File: config.mk
export PLATFORM = sky130hd
export DESIGN_NAME = elevator_call_scheduler
export DESIGN_NICKNAME = d
export VERILOG_FILES = /design/src/rtl/elevator_pkg.sv /design/src/rtl/elevator_call_latch.sv /design/src/rtl/elevator_call_scheduler.sv
export SDC_FILE = /design/constraint.sdc
export NUM_CORES = 1
export LEC_CHECK = 0
export ABC_CLOCK_PERIOD_IN_PS = 2700
export BUFFER_PORTS_ARGS = -buffer_cell sky130_fd_sc_hd__buf_2
export CORE_UTILIZATION = 43
export DETAILED_ROUTE_END_ITERATION = 7
export GPL_ROUTABILITY_DRIVEN = 1
export PLACE_DENSITY_LB_ADDON = 0.25
export SKIP_CTS_REPAIR_TIMING = 1
export SLEW_MARGIN = 15
export SYNTH_ARGS = -nofsm -noshare
export SYNTH_HDL_FRONTEND = slang
export SYNTH_SLANG_ARGS = --single-unit
File: constraint.sdc
create_clock -name clk10000hz -period 2.7 [get_ports clk10000hz]
set_input_delay 0.135 -clock clk10000hz [delete_from_list [all_inputs] [get_ports clk10000hz]]
set_output_delay 0.135 -clock clk10000hz [all_outputs]
set_load 0.01 [all_outputs]
File: src/rtl/elevator_pkg.sv
// Shared constants, direction encodings and state enumeration for the
// four-floor elevator call scheduler.
package elevator_pkg;

  localparam int NUM_FLOORS       = 4;
  localparam int FLOOR_W          = 2;
  localparam int DWELL_CYCLES_DEF = 2000;
  localparam int DWELL_CNT_W      = 21;

  typedef logic [1:0] dir_t;
  localparam dir_t DIR_IDLE = 2'b00;
  localparam dir_t DIR_UP   = 2'b01;
  localparam dir_t DIR_DN   = 2'b10;

  typedef enum logic [1:0] {
    S_IDLE,
    S_DWELL,
    S_MOVE_REQ,
    S_MOVING
  } state_t;

  // Floors strictly above f.
  function automatic logic [NUM_FLOORS-1:0] above_mask(input logic [FLOOR_W-1:0] f);
    logic [NUM_FLOORS-1:0] base;
    base = {{(NUM_FLOORS-1){1'b1}}, 1'b0};
    return base << f;
  endfunction

  // Floors strictly below f.
  function automatic logic [NUM_FLOORS-1:0] below_mask(input logic [FLOOR_W-1:0] f);
    logic [NUM_FLOORS-1:0] one;
    one = {{(NUM_FLOORS-1){1'b0}}, 1'b1};
    return (one << f) - one;
  endfunction

endpackage

File: src/rtl/elevator_call_latch.sv
// Pending-request register bank: latches hall/car buttons into lamps, absorbs
// requests answered by the open door, and clears the floor being served.
module elevator_call_latch
  import elevator_pkg::*;
(
  input  logic               clk10000hz,
  input  logic               reset,
  input  logic [2:0]         i_hall_up_req,
  input  logic [2:0]         i_hall_dn_req,
  input  logic [3:0]         i_car_req,
  input  logic [FLOOR_W-1:0] i_floor,
  input  dir_t               i_dir,
  input  logic               i_in_dwell,
  input  logic               i_clr_en,
  input  logic [FLOOR_W-1:0] i_clr_floor,
  input  logic               i_clr_up,
  input  logic               i_clr_dn,
  output logic [2:0]         o_hall_up_lamp,
  output logic [2:0]         o_hall_dn_lamp,
  output logic [3:0]         o_car_lamp,
  output logic               o_absorb
);

  logic [2:0]            r_hall_up, r_hall_dn;
  logic [3:0]            r_car;
  logic [2:0]            w_hall_up_next, w_hall_dn_next, w_up_hit, w_dn_hit;
  logic [3:0]            w_car_next, w_car_hit;
  logic [NUM_FLOORS-1:0] w_at_floor, w_clr_sel;

  generate
    for (genvar gi = 0; gi < NUM_FLOORS; gi++) begin : g_floor
      assign w_at_floor[gi] = i_in_dwell && (i_floor == FLOOR_W'(gi));
      assign w_clr_sel[gi]  = i_clr_en && (i_clr_floor == FLOOR_W'(gi));
      assign w_car_hit[gi]  = i_car_req[gi] && w_at_floor[gi];
      assign w_car_next[gi] = (r_car[gi] || (i_car_req[gi] && !w_at_floor[gi])) && !w_clr_sel[gi];
    end

    // Hall up bit gi sits at floor gi, hall down bit gi at floor gi+1.
    for (genvar gi = 0; gi < NUM_FLOORS-1; gi++) begin : g_hall
      logic w_up_sup, w_dn_sup;
      assign w_up_sup           = w_at_floor[gi]   && (i_dir != DIR_DN);
      assign w_dn_sup           = w_at_floor[gi+1] && (i_dir != DIR_UP);
      assign w_up_hit[gi]       = i_hall_up_req[gi] && w_up_sup;
      assign w_dn_hit[gi]       = i_hall_dn_req[gi] && w_dn_sup;
      assign w_hall_up_next[gi] = (r_hall_up[gi] || (i_hall_up_req[gi] && !w_up_sup))
                                  && !(w_clr_sel[gi] && i_clr_up);
      assign w_hall_dn_next[gi] = (r_hall_dn[gi] || (i_hall_dn_req[gi] && !w_dn_sup))
                                  && !(w_clr_sel[gi+1] && i_clr_dn);
    end
  endgenerate

  always_ff @(posedge clk10000hz or negedge reset) begin
    if (!reset) begin
      r_hall_up <= '0;
      r_hall_dn <= '0;
      r_car     <= '0;
    end else begin
      r_hall_up <= w_hall_up_next;
      r_hall_dn <= w_hall_dn_next;
      r_car     <= w_car_next;
    end
  end

  assign o_hall_up_lamp = r_hall_up;
  assign o_hall_dn_lamp = r_hall_dn;
  assign o_car_lamp     = r_car;
  assign o_absorb       = (|w_car_hit) || (|w_up_hit) || (|w_dn_hit);

endmodule

File: src/rtl/elevator_call_scheduler.sv
// Four-floor elevator sequencer: picks a direction from pending lamps, hands
// one-floor steps to the motion unit and holds the door open at each stop.
module elevator_call_scheduler
  import elevator_pkg::*;
#(
  parameter int DWELL_CYCLES = DWELL_CYCLES_DEF
) (
  input  logic       clk10000hz,
  input  logic       reset,
  input  logic [2:0] hall_up_req,
  input  logic [2:0] hall_dn_req,
  input  logic [3:0] car_req,
  output logic       move_valid,
  output logic       move_up,
  input  logic       move_ready,
  input  logic       step_done,
  output logic [1:0] floor,
  output logic [1:0] dir,
  output logic       door_open,
  output logic [2:0] hall_up_lamp,
  output logic [2:0] hall_dn_lamp,
  output logic [3:0] car_lamp
);

  localparam logic [DWELL_CNT_W-1:0] DWELL_LAST = DWELL_CNT_W'(DWELL_CYCLES - 1);

  state_t                   r_state;
  logic [FLOOR_W-1:0]       r_floor;
  dir_t                     r_dir;
  logic                     r_door_open, r_move_valid, r_move_up;
  logic [DWELL_CNT_W-1:0]   r_dwell_cnt;

  logic [NUM_FLOORS-1:0]    w_lamp_f, w_up_f, w_dn_f;
  logic [FLOOR_W-1:0]       w_next_floor, w_clr_floor;
  logic                     w_here_cur, w_above_cur, w_below_cur;
  logic                     w_above_nxt, w_below_nxt, w_ahead_nxt;
  logic                     w_car_nxt, w_hall_dir_nxt, w_hall_oth_nxt;
  logic                     w_rev_nxt, w_stop_nxt, w_step_evt;
  logic                     w_clr_en, w_clr_up, w_clr_dn, w_absorb;
  dir_t                     w_flip_dir, w_end_dir;

  elevator_call_latch u_latch (
    .clk10000hz     (clk10000hz),
    .reset          (reset),
    .i_hall_up_req  (hall_up_req),
    .i_hall_dn_req  (hall_dn_req),
    .i_car_req      (car_req),
    .i_floor        (r_floor),
    .i_dir          (r_dir),
    .i_in_dwell     (r_state == S_DWELL),
    .i_clr_en       (w_clr_en),
    .i_clr_floor    (w_clr_floor),
    .i_clr_up       (w_clr_up),
    .i_clr_dn       (w_clr_dn),
    .o_hall_up_lamp (hall_up_lamp),
    .o_hall_dn_lamp (hall_dn_lamp),
    .o_car_lamp     (car_lamp),
    .o_absorb       (w_absorb)
  );

  assign w_up_f      = {1'b0, hall_up_lamp};
  assign w_dn_f      = {hall_dn_lamp, 1'b0};
  assign w_lamp_f    = car_lamp | w_up_f | w_dn_f;

  assign w_here_cur  = w_lamp_f[r_floor];
  assign w_above_cur = |(w_lamp_f & above_mask(r_floor));
  assign w_below_cur = |(w_lamp_f & below_mask(r_floor));

  assign w_next_floor = (r_dir == DIR_UP) ? r_floor + FLOOR_W'(1) : r_floor - FLOOR_W'(1);
  assign w_above_nxt  = |(w_lamp_f & above_mask(w_next_floor));
  assign w_below_nxt  = |(w_lamp_f & below_mask(w_next_floor));
  assign w_ahead_nxt  = (r_dir == DIR_UP) ? w_above_nxt : w_below_nxt;

  assign w_car_nxt      = car_lamp[w_next_floor];
  assign w_hall_dir_nxt = (r_dir == DIR_UP) ? w_up_f[w_next_floor] : w_dn_f[w_next_floor];
  assign w_hall_oth_nxt = (r_dir == DIR_UP) ? w_dn_f[w_next_floor] : w_up_f[w_next_floor];
  // Reversal: only an opposite-direction hall call here and nothing further on.
  assign w_rev_nxt      = !w_hall_dir_nxt && !w_ahead_nxt && w_hall_oth_nxt;
  assign w_stop_nxt     = w_car_nxt || w_hall_dir_nxt || w_rev_nxt;
  assign w_flip_dir     = (r_dir == DIR_UP) ? DIR_DN : DIR_UP;

  assign w_step_evt  = (r_state == S_MOVING) && step_done;
  assign w_clr_en    = ((r_state == S_IDLE) && w_here_cur) || (w_step_evt && w_stop_nxt);
  assign w_clr_floor = (r_state == S_MOVING) ? w_next_floor : r_floor;
  assign w_clr_up    = (r_state == S_IDLE) || w_rev_nxt || (r_dir == DIR_UP);
  assign w_clr_dn    = (r_state == S_IDLE) || w_rev_nxt || (r_dir == DIR_DN);

  // Keep going the current way if possible, otherwise turn round; idle prefers up.
  always_comb begin
    w_end_dir = DIR_IDLE;
    if (r_dir == DIR_DN) begin
      if (w_below_cur)      w_end_dir = DIR_DN;
      else if (w_above_cur) w_end_dir = DIR_UP;
    end else begin
      if (w_above_cur)      w_end_dir = DIR_UP;
      else if (w_below_cur) w_end_dir = DIR_DN;
    end
  end

  always_ff @(posedge clk10000hz or negedge reset) begin
    if (!reset) begin
      r_state      <= S_IDLE;
      r_floor      <= '0;
      r_dir        <= DIR_IDLE;
      r_door_open  <= 1'b0;
      r_move_valid <= 1'b0;
      r_move_up    <= 1'b0;
      r_dwell_cnt  <= '0;
    end else begin
      case (r_state)
        S_IDLE: begin
          if (w_here_cur) begin
            r_state     <= S_DWELL;
            r_door_open <= 1'b1;
            r_dwell_cnt <= '0;
          end else if (w_above_cur || w_below_cur) begin
            r_state      <= S_MOVE_REQ;
            r_dir        <= w_above_cur ? DIR_UP : DIR_DN;
            r_move_valid <= 1'b1;
            r_move_up    <= w_above_cur;
          end
        end
        S_MOVE_REQ: begin
          if (move_ready) begin
            r_state      <= S_MOVING;
            r_move_valid <= 1'b0;
          end
        end
        S_MOVING: begin
          if (step_done) begin
            r_floor <= w_next_floor;
            if (w_stop_nxt) begin
              r_state     <= S_DWELL;
              r_door_open <= 1'b1;
              r_dwell_cnt <= '0;
              if (w_rev_nxt) r_dir <= w_flip_dir;
            end else if (w_ahead_nxt) begin
              r_state      <= S_MOVE_REQ;
              r_move_valid <= 1'b1;
              r_move_up    <= (r_dir == DIR_UP);
            end else begin
              r_state <= S_IDLE;
              r_dir   <= DIR_IDLE;
            end
          end
        end
        S_DWELL: begin
          if (w_absorb) begin
            r_dwell_cnt <= '0;
          end else if (r_dwell_cnt == DWELL_LAST) begin
            r_door_open <= 1'b0;
            r_dwell_cnt <= '0;
            r_dir       <= w_end_dir;
            if (w_end_dir == DIR_IDLE) begin
              r_state <= S_IDLE;
            end else begin
              r_state      <= S_MOVE_REQ;
              r_move_valid <= 1'b1;
              r_move_up    <= (w_end_dir == DIR_UP);
            end
          end else begin
            r_dwell_cnt <= r_dwell_cnt + DWELL_CNT_W'(1);
          end
        end
        default: r_state <= S_IDLE;
      endcase
    end
  end

  assign floor      = r_floor;
  assign dir        = r_dir;
  assign door_open  = r_door_open;
  assign move_valid = r_move_valid;
  assign move_up    = r_move_up;

endmodule

-- Word level (Yosys, flattened, before mapping)
Index checks and enable logic that the tools add are counted.
- $add $sub $neg: 5
- order comparisons: 2
- eq/ne operators: 29
- shift-type cells: 4
- muxes and demuxes: 70
- bitwise operators: 6
- reductions and logical operators: 115
- operator list (operator ; number):
    2-to-1 mux 21 bit ; 5
    case mux 21 bit (3 select lines) ; 1
    logical AND 1 bit ; 55
    2-to-1 mux 2 bit ; 25
    2-to-1 mux 1 bit ; 30
    logical NOT 1 bit ; 22
    inequality test 2 bit (second input constant) ; 11
    adder 21 x 1 -> 21 bit (second input constant) ; 1
    equality test 21 x 11 -> 1 bit (second input constant) ; 1
    OR reduction 4 bit ; 5
    logical OR 1 bit ; 19
    AND reduction 9 bit ; 2
    bitwise AND 4 bit ; 4
    equality test 2 bit (second input constant) ; 7
    equality test 2 x 1 -> 1 bit (second input constant) ; 5
    binary-select mux 1 bit (select 2 bit) ; 4
    logical NOT 2 bit ; 4
    case mux 2 bit (4 select lines) ; 1
    AND reduction 8 bit ; 1
    << shifter 1 x 2 -> 4 bit (first input constant) ; 2
    << shifter 4 x 2 -> 4 bit (first input constant) ; 2
    subtractor 4 x 1 -> 4 bit (second input constant) ; 2
    less-than comparator 2 x 3 -> 1 bit (second input constant) ; 2
    inequality test 3 bit (second input constant) ; 2
    other kinds (15) ; 18
- register bits after elaboration: 40
- input bits: 14
- output and inout port bits: 17
- logic and storage cells: 241

-- Longest topological paths before layout
- word-level depth: 17
- mapped depth: 12
- mapped depth without buffers: 9

-- Cells and area by module
Synthesis repeated with hierarchy kept, for this count alone.
- cell total of the unflattened synthesis: 334
- area, all modules: 2811.4 um2
- modules (own cells, without submodules) (module ; times used ; cells each ; area each (um2) ; seq. area each (um2)):
    elevator_call_scheduler ; 1 ; 271 ; 2244.7 ; 750.7
    elevator_call_latch ; 1 ; 63 ; 566.8 ; 250.2

-- Worst setup path before layout
No wires, ideal clock.
- path kind: reg2reg
- from: register r_floor[0] (netlist: floor[0])
- to: register r_dir[0] (netlist: dir[0])
- library setup time: 125 ps
- data arrival time: 2716 ps
- data required time: 2575 ps
- slack: -141 ps
- cell stages (with the launch flop): 12
- period minus slack after synthesis: 2841 ps
- path through: dfrtp_1 -> buf_2 -> inv_1 -> ha_1 -> buf_4 -> and3b_2 -> a31oi_1 -> a2bb2oi_2 -> nand2b_1 -> a21oi_1 -> o22ai_2 -> mux2_2
- cells in the longest elaborated chain, start to end: 14
- elaborated cells between the ends (all ways): 82
- those cells by class: 4 x add/sub; 8 x eq/ne; 4 x shift; 24 x mux; 4 x bitwise; 38 x reduce/logical
- RTL lines (item ; RTL line ; text):
    from (decl) ; elevator_call_scheduler.sv:28 ; logic [FLOOR_W-1:0] r_floor;
    from (signal assigned) ; elevator_call_scheduler.sv:131 ; r_floor <= w_next_floor;
    subtractor 2 x 1 -> 2 bit or adder 2 x 1 -> 2 bit (tied branches) ; elevator_call_scheduler.sv:69 ; assign w_next_floor = (r_dir == DIR_UP) ? r_floor + FLOOR_W'(1) : r_floor - FLOOR_W'(1);
    2-to-1 mux 2 bit ; elevator_call_scheduler.sv:69 ;
    << shifter 1 x 2 -> 4 bit ; elevator_pkg.sv:33 ; return (one << f) - one;
    subtractor 4 x 1 -> 4 bit ; elevator_pkg.sv:33 ;
    bitwise AND 4 bit ; elevator_call_scheduler.sv:71 ; assign w_below_nxt = |(w_lamp_f & below_mask(w_next_floor));
    OR reduction 4 bit ; elevator_call_scheduler.sv:71 ;
    2-to-1 mux 1 bit ; elevator_call_scheduler.sv:72 ; assign w_ahead_nxt = (r_dir == DIR_UP) ? w_above_nxt : w_below_nxt;
    logical NOT 1 bit ; elevator_call_scheduler.sv:78 ; assign w_rev_nxt = !w_hall_dir_nxt && !w_ahead_nxt && w_hall_oth_nxt;
    logical AND 1 bit (2 in series) ; elevator_call_scheduler.sv:78 ;
    logical OR 1 bit ; elevator_call_scheduler.sv:79 ; assign w_stop_nxt = w_car_nxt || w_hall_dir_nxt || w_rev_nxt;
    2-to-1 mux 2 bit ; elevator_call_scheduler.sv:132 ; if (w_stop_nxt) begin
    2-to-1 mux 2 bit ; elevator_call_scheduler.sv:130 ; if (step_done) begin
    case mux 2 bit (3 select lines) ; elevator_call_scheduler.sv:110 ; case (r_state)
    to (signal assigned) ; elevator_call_scheduler.sv:118 ; r_dir <= w_above_cur ? DIR_UP : DIR_DN;
    to (signal assigned) ; elevator_call_scheduler.sv:136 ; if (w_rev_nxt) r_dir <= w_flip_dir;
    to (signal assigned) ; elevator_call_scheduler.sv:153 ; r_dir <= w_end_dir;
    to (decl) ; elevator_call_scheduler.sv:29 ; dir_t r_dir;
Several ways; a longest one is shown, not always the timed one. The select of a mux whose other input is x is not followed.
A chain may end at the register's enable or synchronous reset.

-- Final worst setup path
Ends and elaborated chain as after synthesis.

==> impl_metrics.py <==
metrics = {
    "run_status": {
        "outcome": "finished, violations left",
        "violations": "hold timing",
    },
    "sta": {
        "slew_headroom": 0.3848,
        "rsz0062_at_grt": "false",
        "worst_slew_pin_slew_ns": 0.9228,
        "hold_slack_ns": -0.04737,
        "skew_ns": 0.01161,
        "finalCritPeriodShare": 0.9499,
        "slew_violations": 0,
        "finalHoldViolations": 40,
        "setup_violations": 0,
        "final.min_clock_period_ns": 2.565,
        "fmax_ghz": 0.3899,
    },
    "synthesis": {
        "ys_seq_area_frac": 0.3380,
        "syn_avg_cell_area_um2": 8.390,
        "synth_area_leader_cell": "dfrtp_1",
        "synth_edf_count": 0,
        "synthFlopType": "dfrtp_1",
        "ys_warn_count": 0,
        "netlist_area_um2": 2962,
        "syn_nets": 373,
        "yosysTopAreaCellShare": 0.3380,
        "ys_ff_latch": 40,
        "syn_inst": 353,
        "synthArstFlopShare": 1.000,
        "synth.area.top_cells": "dfrtp_1 (34%), nand2_1 (5.8%), nor2_1 (5.1%)",
        "synth.distinct_cells": 65,
    },
    "global_routing": {
        "grt_pass1_wl_um": 13390,
        "grtUsageTotal": 0.2336,
        "grt_pass1_vias": 2714,
        "grt_max_degree": 41,
        "antenna_found_initial": 0,
        "gr-total-overflow": 0,
    },
    "cells_and_area": {
        "nets": 416,
        "insertedDiodeCount": 0,
        "area_delta_synth_final_pct": 14.83,
        "final_cell_area_um2": 3401,
        "finalNonFillerCells": 473,
        "post-route-util": 0.5236,
        "nFillCells": 621,
        "drive_gt1_frac": 0.2172,
    },
    "detailed_routing": {
        "drt_iter0_markers": 265,
        "first_pass_iters": 5,
        "vias": 2934,
        "vias_per_cell": 6.203,
        "ant_nets": 0,
        "routedWlPerCell_um": 17.00,
        "drc": 0,
        "wirelength_um": 8042,
    },
    "critical_path": {
        "critPathSlowestCell": "dfrtp_2",
        "r2r_cells": 10,
        "reg2reg_from": "floor[0]$_DFFE_PN0P_",
        "worstSetupEndpoint": "dir[0]$_DFFE_PN0P_",
        "critPathKind": "reg2reg",
        "crit_chain": "buf_4 > buf_6 > ha_1 > inv_1 > o32ai_1 > a221oi_2 > nand2b_1 > a31o_2 > o22ai_2 > mux2_2",
        "crit_path_end_kind": "register",
        "crit_path_start_kind": "register",
        "cp-startpoint": "floor[0]$_DFFE_PN0P_",
        "r2r_slack_ns": 0.14,
        "cp.required_ns": 2.88,
        "cp_slowest_stage_delay_ns": 0.41,
        "rr_endpoint": "dir[0]$_DFFE_PN0P_",
        "cp_max_fo": 19,
        "arrival_ns": 2.75,
    },
    "min_path": {
        "hold_path_class": "in2async",
    },
    "clock_tree": {
        "cts-root-buf": "clkbuf_8",
        "clock_path_buffers": 2,
        "cts-buffers-inserted": 5,
        "h-tree-depth": 2,
        "cts_tree": "yes",
        "clock_sinks": 40,
        "path_clk_slew_ns": 0.09,
        "clkLatencyLatePin_ns": 0.30,
    },
    "place": {
        "placed_cells": 463,
        "place_congestion": 0.9140,
        "dpl.hpwl_um": 5898,
        "post_dp_cell_area_um2": 3267,
        "port_buffers": 30,
    },
    "die": {
        "start_util": 0.4560,
        "ioPinCount": 31,
        "core.rowCount": 29,
        "die_area_um2": 7223,
        "die_width_um": 84.99,
        "core_um2": 6495,
        "die_h_um": 84.99,
    },
    "job": {
        "maxCapViolCount": 0,
    },
    "power_and_ir_drop": {
        "vdd_drop_max_mv": 0.3680,
        "p_leak_nw": 1.399,
        "power.density_nw_per_um2": 1057,
    },
}
[synth_stat cells (all sizes together), types with 5 or more instances]
cell type   n
nand2      46
dfrtp      40
nor2       40
o21ai      30
a21oi      26
nand3      16
clkbuf      9
inv         9
nor3        9
a31oi       7
mux2i       7
nor2b       7
and3        6
buf         6
ha          6
mux2        6
a21boi      5
nand2b      5
nor4        5
o22ai       5
[metal layers]
metal | global-route usage | part of all wire | routed length (µm)
met3 | 0.04864 | 0.064 | 517
met2 | 0.3497 | 0.45 | 3596
met5 | 0 | 0 | 0
met1 | 0.3385 | 0.47 | 3784
met4 | 0.07242 | 0.018 | 144
[registers in the layout (all words and copies together) (netlist names)]
| name | count |
|---|---|
| r_dwell_cnt | 21 |
| u_latch.o_car_lamp | 4 |
| u_latch.o_hall_dn_lamp | 3 |
| u_latch.o_hall_up_lamp | 3 |
| dir | 2 |
| floor | 2 |
| r_state | 2 |
| door_open | 1 |
| move_up | 1 |
| move_valid | 1 |
[critical path: cells and delay by family (launching register included)]
kind | cells | cell delay [ns]
buf+inv | 3 | 0.41
simple gates | 1 | 0.14
compound gates | 4 | 0.90
fa+ha+maj | 1 | 0.24
mux | 1 | 0.35
flops | 1 | 0.41
[power breakdown]
group	internal (W)	switching [W]
logic	0.000999	0.00141
registers	0.000684	0.000108
clock network	0.000175	0.000219
total	0.00186	0.00174
[cell usage in the layout (no fill, tap or decap), types with 5 or more instances in the layout]
master    netlist  final
a21boi_0        5      5
nand2_1        46     46
nand3_1        16     16
and3_1          6      6
mux2i_1         7      7
nor2b_1         7      6
mux2_2          5      5
buf_4           3     19
nand2b_1        5      5
o21ai_1         6      6
nor2_1         40     40
a21oi_1        25     25
inv_1           9      9
clkbuf_8        0      5
nor4_1          5      5
nor3_1          7      7
o21ai_0        23     23
dfrtp_1        40     39
buf_2           1     30
a31oi_1         6      5
[worst min path at each step]
stage	cells past startpoint	slack, ns	from	end
4_1_cts	1	0.009	reset	floor[1]$_DFFE_PN0P_
3_5_place_dp	1	0.34	reset	floor[1]$_DFFE_PN0P_
6_report	1	-0.05	reset	floor[1]$_DFFE_PN0P_
5_1_grt	1	0.06	reset	floor[1]$_DFFE_PN0P_
2_1_floorplan	0	-0.16	reset	dir[0]$_DFFE_PN0P_
3_3_place_gp	1	0.33	reset	floor[1]$_DFFE_PN0P_
[per-stage QoR]
stage	setup slack, ns	total power [W]	TNS [ns]
final	0.1353	0.003595	0
after detailed placement	0.02184	0.003104	0
after CTS	-0.007412	0.003512	-0.01236
after global placement	0.1163	0.003087	0
after global routing	0.01870	0.003849	0
after floorplan	0.03067	0.002506	0
[cell families (layout without fill, tap and decap cells)]
kind of cell,after synthesis,count (layout),synth area share
flops,40,40,0.3380
xor+xnor,4,4,0.01817
simple gates,149,149,0.2395
mux,14,14,0.05534
compound gates,116,116,0.2839
fa+ha+maj,6,6,0.02535
buf+inv,24,67,0.03971
[layout make-up]
| type | instances | area, µm² | area share |
|---|---|---|---|
| multi-input cells | 289 | 1863 | 0.5478 |
| flip-flops and latches | 40 | 1002 | 0.2947 |
| repair buffers | 51 | 324.1 | 0.09529 |
| well taps | 77 | 96.34 | 0.02833 |
| clock buffers | 5 | 68.82 | 0.02024 |
| inverters | 9 | 33.78 | 0.009934 |
| clock inverters | 2 | 12.51 | 0.003679 |
Power figures use the tool's default switching activity.
